==> src/rtl/dsp48a1_mac_ctrl_pkg.sv <==
// rtl/dsp48a1_mac_ctrl_pkg.sv - shared types and OPMODE constants for the DSP48A1 MAC sequencer
package dsp48a1_ctrl_pkg;

  typedef enum logic [1:0] {
    IDLE,
    ISSUE,
    DRAIN,
    DONE
  } state_t;

  localparam logic [7:0] OPMODE_NONE     = 8'h00;
  localparam logic [7:0] OPMODE_MUL_ZERO = 8'h01;
  localparam logic [7:0] OPMODE_MUL_ACC  = 8'h09;

  typedef struct packed {
    logic valid;
    logic first;
    logic last;
  } tag_t;

endpackage

==> src/rtl/dsp48a1_mac_ctrl_if.sv <==
// rtl/dsp48a1_mac_ctrl_if.sv - job/operand handshake and slice control bundle (ABORT with DSP_MAC_CTRL_ABORT_EN)
interface dsp48a1_mac_ctrl_if #(
  parameter int LEN_W = 8
);
  logic             start;
  logic [LEN_W-1:0] len;
  logic             in_valid;
  logic             in_ready;
  logic             CEA;
  logic             CEM;
  logic             CEP;
  logic [7:0]       OPMODE;
  logic             busy;
  logic             result_valid;
`ifdef DSP_MAC_CTRL_ABORT_EN
  logic             ABORT;
`endif

  modport master (
    output start, len, in_valid,
`ifdef DSP_MAC_CTRL_ABORT_EN
    output ABORT,
`endif
    input  in_ready, CEA, CEM, CEP, OPMODE, busy, result_valid
  );

  modport slave (
    input  start, len, in_valid,
`ifdef DSP_MAC_CTRL_ABORT_EN
    input  ABORT,
`endif
    output in_ready, CEA, CEM, CEP, OPMODE, busy, result_valid
  );

endinterface

==> src/rtl/dsp48a1_mac_ctrl_tag_pipe.sv <==
// rtl/dsp48a1_mac_ctrl_tag_pipe.sv - issue-tag delay line; DEPTH=0 is a plain wire-through
module dsp_ctrl_tag_pipe
  import dsp48a1_ctrl_pkg::*;
#(
  parameter int DEPTH = 1
) (
  input  logic clk,
  input  logic rst,
  input  logic clr,
  input  tag_t tag_in,
  output tag_t tag_out
);

  if (DEPTH == 0) begin : g_wire
    logic unused_ctl;
    assign unused_ctl = ^{clk, rst, clr};
    assign tag_out    = tag_in;
  end else begin : g_shift
    tag_t stage [DEPTH];

    always_ff @(posedge clk or posedge rst) begin
      if (rst) begin
        for (int i = 0; i < DEPTH; i++) stage[i] <= '0;
      end else if (clr) begin
        for (int i = 0; i < DEPTH; i++) stage[i] <= '0;
      end else begin
        stage[0] <= tag_in;
        for (int i = 1; i < DEPTH; i++) stage[i] <= stage[i-1];
      end
    end

    assign tag_out = stage[DEPTH-1];
  end

endmodule

==> src/rtl/dsp48a1_mac_ctrl.sv <==
// rtl/dsp48a1_mac_ctrl.sv - DSP48A1 MAC slice sequencer: CE/OPMODE generation per job; DSP_MAC_CTRL_ABORT_EN adds ABORT
module dsp48a1_mac_ctrl
  import dsp48a1_ctrl_pkg::*;
#(
  parameter int AREG  = 1,
  parameter int MREG  = 1,
  parameter int LEN_W = 8
) (
  input logic                CLK,
  input logic                RST,
  dsp48a1_mac_ctrl_if.slave  bus
);

  localparam logic [LEN_W-1:0] ONE = LEN_W'(1);

  state_t           state, state_nxt;
  logic [LEN_W-1:0] len_q;
  logic [LEN_W-1:0] issued;
  logic             issue;
  logic             abort;
  tag_t             issue_tag, m_tag, p_tag;

`ifdef DSP_MAC_CTRL_ABORT_EN
  assign abort = bus.ABORT;
`else
  assign abort = 1'b0;
`endif

  assign bus.in_ready = (state == ISSUE) && (issued < len_q);
  assign issue        = bus.in_valid & bus.in_ready;

  always_comb begin
    issue_tag = '0;
    if (issue) begin
      issue_tag.valid = 1'b1;
      issue_tag.first = (issued == '0);
      issue_tag.last  = (issued == len_q - ONE);
    end
  end

  dsp_ctrl_tag_pipe #(.DEPTH(AREG)) u_m_tap (
    .clk     (CLK),
    .rst     (RST),
    .clr     (abort),
    .tag_in  (issue_tag),
    .tag_out (m_tag)
  );

  dsp_ctrl_tag_pipe #(.DEPTH(AREG + MREG)) u_p_tap (
    .clk     (CLK),
    .rst     (RST),
    .clr     (abort),
    .tag_in  (issue_tag),
    .tag_out (p_tag)
  );

  // Only the valid bit matters at the multiplier stage.
  logic unused_m_tag;
  assign unused_m_tag = ^{m_tag.first, m_tag.last};

  always_ff @(posedge CLK or posedge RST) begin
    if (RST) state <= IDLE;
    else     state <= state_nxt;
  end

  always_ff @(posedge CLK or posedge RST) begin
    if (RST) begin
      issued <= '0;
      len_q  <= '0;
    end else if (abort) begin
      issued <= '0;
    end else if (state == IDLE && bus.start) begin
      issued <= '0;
      len_q  <= bus.len;
    end else if (issue) begin
      issued <= issued + ONE;
    end
  end

  // The last tag reaching P ends the job even from ISSUE, which is the zero-latency case.
  always_comb begin
    state_nxt = state;
    case (state)
      IDLE:  if (bus.start) state_nxt = (bus.len != '0) ? ISSUE : DONE;
      ISSUE: begin
        if (p_tag.valid && p_tag.last) state_nxt = DONE;
        else if (issued == len_q)      state_nxt = DRAIN;
      end
      DRAIN: if (p_tag.valid && p_tag.last) state_nxt = DONE;
      DONE:  state_nxt = IDLE;
      default: state_nxt = IDLE;
    endcase
    if (abort) state_nxt = IDLE;
  end

  always_comb begin
    bus.CEA          = issue;
    bus.CEM          = m_tag.valid;
    bus.CEP          = p_tag.valid;
    bus.busy         = (state != IDLE);
    bus.result_valid = (state == DONE) && (len_q != '0) && !abort;
    bus.OPMODE       = OPMODE_NONE;
    if (p_tag.valid) bus.OPMODE = p_tag.first ? OPMODE_MUL_ZERO : OPMODE_MUL_ACC;
  end

endmodule

==> src/flat_wrapper.sv <==
// flat-port wrapper written by rule: the top's interface ports become plain ports
module dsp48a1_mac_ctrl_flat import dsp48a1_ctrl_pkg::*;
#(
  parameter int AREG  = 1,
  parameter int MREG  = 1,
  parameter int LEN_W = 8
)
  (CLK, RST, bus_start, bus_len, bus_in_valid, bus_in_ready, bus_CEA, bus_CEM, bus_CEP, bus_OPMODE, bus_busy, bus_result_valid);
  dsp48a1_mac_ctrl_if #(.LEN_W(LEN_W)) bus_i ();
  input logic CLK;
  input logic RST;
  input wire logic [$bits(bus_i.start)-1:0] bus_start;
  input wire logic [$bits(bus_i.len)-1:0] bus_len;
  input wire logic [$bits(bus_i.in_valid)-1:0] bus_in_valid;
  output wire logic [$bits(bus_i.in_ready)-1:0] bus_in_ready;
  output wire logic [$bits(bus_i.CEA)-1:0] bus_CEA;
  output wire logic [$bits(bus_i.CEM)-1:0] bus_CEM;
  output wire logic [$bits(bus_i.CEP)-1:0] bus_CEP;
  output wire logic [$bits(bus_i.OPMODE)-1:0] bus_OPMODE;
  output wire logic [$bits(bus_i.busy)-1:0] bus_busy;
  output wire logic [$bits(bus_i.result_valid)-1:0] bus_result_valid;
  assign bus_i.start = bus_start;
  assign bus_i.len = bus_len;
  assign bus_i.in_valid = bus_in_valid;
  assign bus_in_ready = bus_i.in_ready;
  assign bus_CEA = bus_i.CEA;
  assign bus_CEM = bus_i.CEM;
  assign bus_CEP = bus_i.CEP;
  assign bus_OPMODE = bus_i.OPMODE;
  assign bus_busy = bus_i.busy;
  assign bus_result_valid = bus_i.result_valid;
  dsp48a1_mac_ctrl #(.AREG(AREG), .MREG(MREG), .LEN_W(LEN_W)) u_core (.CLK(CLK), .RST(RST), .bus(bus_i));
endmodule
==> config.mk <==
export PLATFORM = sky130hd
export DESIGN_NAME = dsp48a1_mac_ctrl_flat
export DESIGN_NICKNAME = d
export VERILOG_FILES = /design/src/rtl/dsp48a1_mac_ctrl_pkg.sv /design/src/rtl/dsp48a1_mac_ctrl_if.sv /design/src/rtl/dsp48a1_mac_ctrl_tag_pipe.sv /design/src/rtl/dsp48a1_mac_ctrl.sv /design/src/flat_wrapper.sv
export SDC_FILE = /design/constraint.sdc
export NUM_CORES = 1
export LEC_CHECK = 0
export BUFFER_PORTS_ARGS = -buffer_cell sky130_fd_sc_hd__buf_2
export CAP_MARGIN = 20
export CORE_ASPECT_RATIO = 1.5
export CORE_MARGIN = 2
export CORE_UTILIZATION = 40
export DETAILED_ROUTE_END_ITERATION = 8
export PLACE_DENSITY = 0.67
export RECOVER_POWER = 100
export REMOVE_ABC_BUFFERS = 1
export SLEW_MARGIN = 20
export SYNTH_ARGS = -nofsm -noshare
export SYNTH_HDL_FRONTEND = slang
export SYNTH_SLANG_ARGS = --single-unit
==> constraint.sdc <==
create_clock -name CLK -period 2.7 [get_ports CLK]
set_input_delay 0.27 -clock CLK [delete_from_list [all_inputs] [get_ports CLK]]
set_output_delay 0.27 -clock CLK [all_outputs]
set_load 0.1 [all_outputs]
==> flow_summary.ini <==
[clocking]
numCtsBuffers = 3
cts_tree = yes
cts_max_level = 1
clk_pin_slew_ns = 0.09
post_cts_resized = 0
clock_latency_ns = 0.28
post_cts_buffers = 0
cts_sinks = 24
cts_root_buffer = clkbuf_8
clockBufferDepth = 2
cts_hold_buf = 0

[finish]
fin_util_pct = 46.88
areaGrowthSynthToFinish_pct = 12.56
multi_input_area_um2 = 922.1
final_cell_area_um2 = 1839
fill_cells = 400
antennaDiodeCount = 0
ff_latch_area_um2 = 600.6
stdcell_count = 248
drive_gt1_share_pct = 13.79
final_nets = 233

[floorplan]
start_util_pct = 41.65
core_area_um2 = 3924
die_h_um = 82.28
dieArea_um2 = 4623
rows = 28
dieWidth_um = 56.19
io_pins = 26

[routing]
drt_wl_total_um = 3886
final_antenna_net_count = 0
first_iter_violations = 38
highest_layer = met4
wl_met3_um = 83
wl_met1_um = 1610
avgViaCountPerCell = 5.629
dr.pass1.iters = 4
wl_per_cell_um = 15.67
vias = 1396
drc = 0
wl_met2_um = 2098

[yosys]
synth-edff-count = 0
synth-seq-cells = 24
synth.distinct_cells = 38
synthFlopType = dfrtp_1
yosysSeqAreaShare_pct = 36.75
synthCells = 182
yosys_warnings = 0
async_flop_share_pct = 100.0
synthesis.area_um2 = 1634
yosys-top-cells-area = dfrtp_1, ha_1, xnor2_1
synth_commonest_cells = dfrtp_1, nand2_1, ha_1, inv_1, o21ai_0
synth_largest_area_cell = dfrtp_1
synth_top_area_share_pct = 36.75
yosysMostFrequentCell = dfrtp_1
syn_area_per_cell_um2 = 8.978

[placement]
placed_cells = 244
hpwl_um = 3056
io_buffer_count = 19
finalWeightedCongestion = 0.8653
placed_cell_area_um2 = 1784

[global_route]
track_usage_pct = 18.23
grt_pass1_vias = 1374
antenna_found_initial = 0
gr-total-overflow = 0
grt_pass1_wl_um = 6513
grt_max_degree = 25

[sta]
fin_crit_ns = 2.549
rsz0062_at_grt = no
tightest_slew_ns = 1.159
relSlewSlack_pct = 23.03
hold_viol_final = 0
fin_skew_ns = 0.005201
setup_viol = 0
post-route-period-util_pct = 94.40
fmax_mhz = 392.3
finalMaxSlewViolations = 0
hold_slack_ns = 0.1792

[run]
drv_cap = 0

[hold_path]
hp-class = primary input to asynchronous set/reset pin

[power]
peakVddDrop_mv = 0.4448
leakage_nw = 0.8225
power.density_nw_per_um2 = 708.2

[worst_setup_path]
critPathCaptureType = output pin
r2r_cells = 7
arrival_ns = 2.28
crit_fanout = 10
cp-start-kind = flop
r2r-end = u_core.issued[2]$_DFFE_PP0P_
r2r_start = u_core.len_q[1]$_DFFE_PP0P_
ff2ff_setup_slack_ns = 0.41
path_class = flop to output pin
crit_start = u_core.len_q[1]$_DFFE_PP0P_
cp_data_required_time_ns = 2.43

[outcome]
outcome = completed
-- layout by cell type (no fill, tap or decap), types with 4 or more instances in the layout --
cell / netlist / final
xnor2_1: 9 / 9
nand2_1: 18 / 18
dfrtp_1: 24 / 24
a21oi_1: 10 / 9
nor4_1: 5 / 5
o21ai_0: 15 / 15
nand4_1: 5 / 5
o211ai_1: 4 / 4
nor2_1: 8 / 7
buf_2: 1 / 11
conb_1: 1 / 6
ha_1: 17 / 17
inv_1: 17 / 17
nand3_1: 4 / 4
clkbuf_1: 4 / 7
-- final cells by class --
cell class              count  area share (%)
flip-flops and latches     24           32.65
clock inverters             1           1.633
well taps                  45           3.061
inverters                  17           3.469
multi-input cells         134           50.14
repair buffers             24           6.803
clock buffers               3           2.245
-- report_power, final --
part           internal (mW)  switching, mW  leakage [nW]  total (mW)
sequential             0.424         0.0791         0.273       0.504
combinational          0.175          0.299         0.514       0.475
clock                  0.199          0.126        0.0357       0.324
total                  0.798          0.504         0.823        1.30
-- worst max-delay path, cell delays in order, from the launching register on --
cell and delay (ns):
dfrtp_1 0.38, inv_1 0.15, ha_1 0.27, nor2b_1 0.14, o211ai_1 0.24, a21oi_2 0.18, nor2_1 0.16, clkbuf_2 0.48
-- how the worst max path moves through the flow --
| stage | end | slack, ns | depth (start not counted) |
|---|---|---|---|
| floorplan | bus_OPMODE[3] | -0.56 | 1 |
| global placement | bus_CEA | 0.40 | 6 |
| detailed placement | bus_CEA | 0.36 | 6 |
| CTS | bus_CEA | 0.05 | 6 |
| global route | bus_in_ready | 0.03 | 7 |
| finish | bus_in_ready | 0.15 | 7 |
-- metal layers --
metal / global-route usage (%) / vias up
met5: 0 / -
met4: 8.095 / 0
met3: 1.402 / 9
met2: 34.47 / 24
met1: 20.96 / 685
li1: - / 678
-- metrics by stage --
stage	power, mW	setup slack (ns)	TNS, ns
6_report	1.303	0.1512	0
5_1_grt	1.377	0.02853	0
4_1_cts	1.304	0.05009	0
3_5_place_dp	0.9836	0.3587	0
3_3_place_gp	0.9687	0.4040	0
2_1_floorplan	0.8385	-0.5648	-2.237
-- flip-flops by register name (all words and copies together), names as in the netlist --
name	count
u_core.len_q	8
u_core.u_p_tap.tag_out	3
u_core.issued	8
u_core.state	2
u_core.u_p_tap.g_shift.stage	2
u_core.u_m_tap.tag_out	1
-- cells by family (layout without fill, tap and decap cells) --
logic type	after synthesis	in the layout	share of synthesized area (%)
other	1	6	0.2295
XOR/XNOR	11	11	5.896
adder cells (fa/ha/maj)	17	17	13.02
buffers and inverters	29	45	8.345
AND/OR/NAND/NOR	58	58	18.76
AO/OA/AOI/OAI	42	42	17.00
flip-flops	24	24	36.75
No activity file was read; power rests on OpenSTA's default activity.
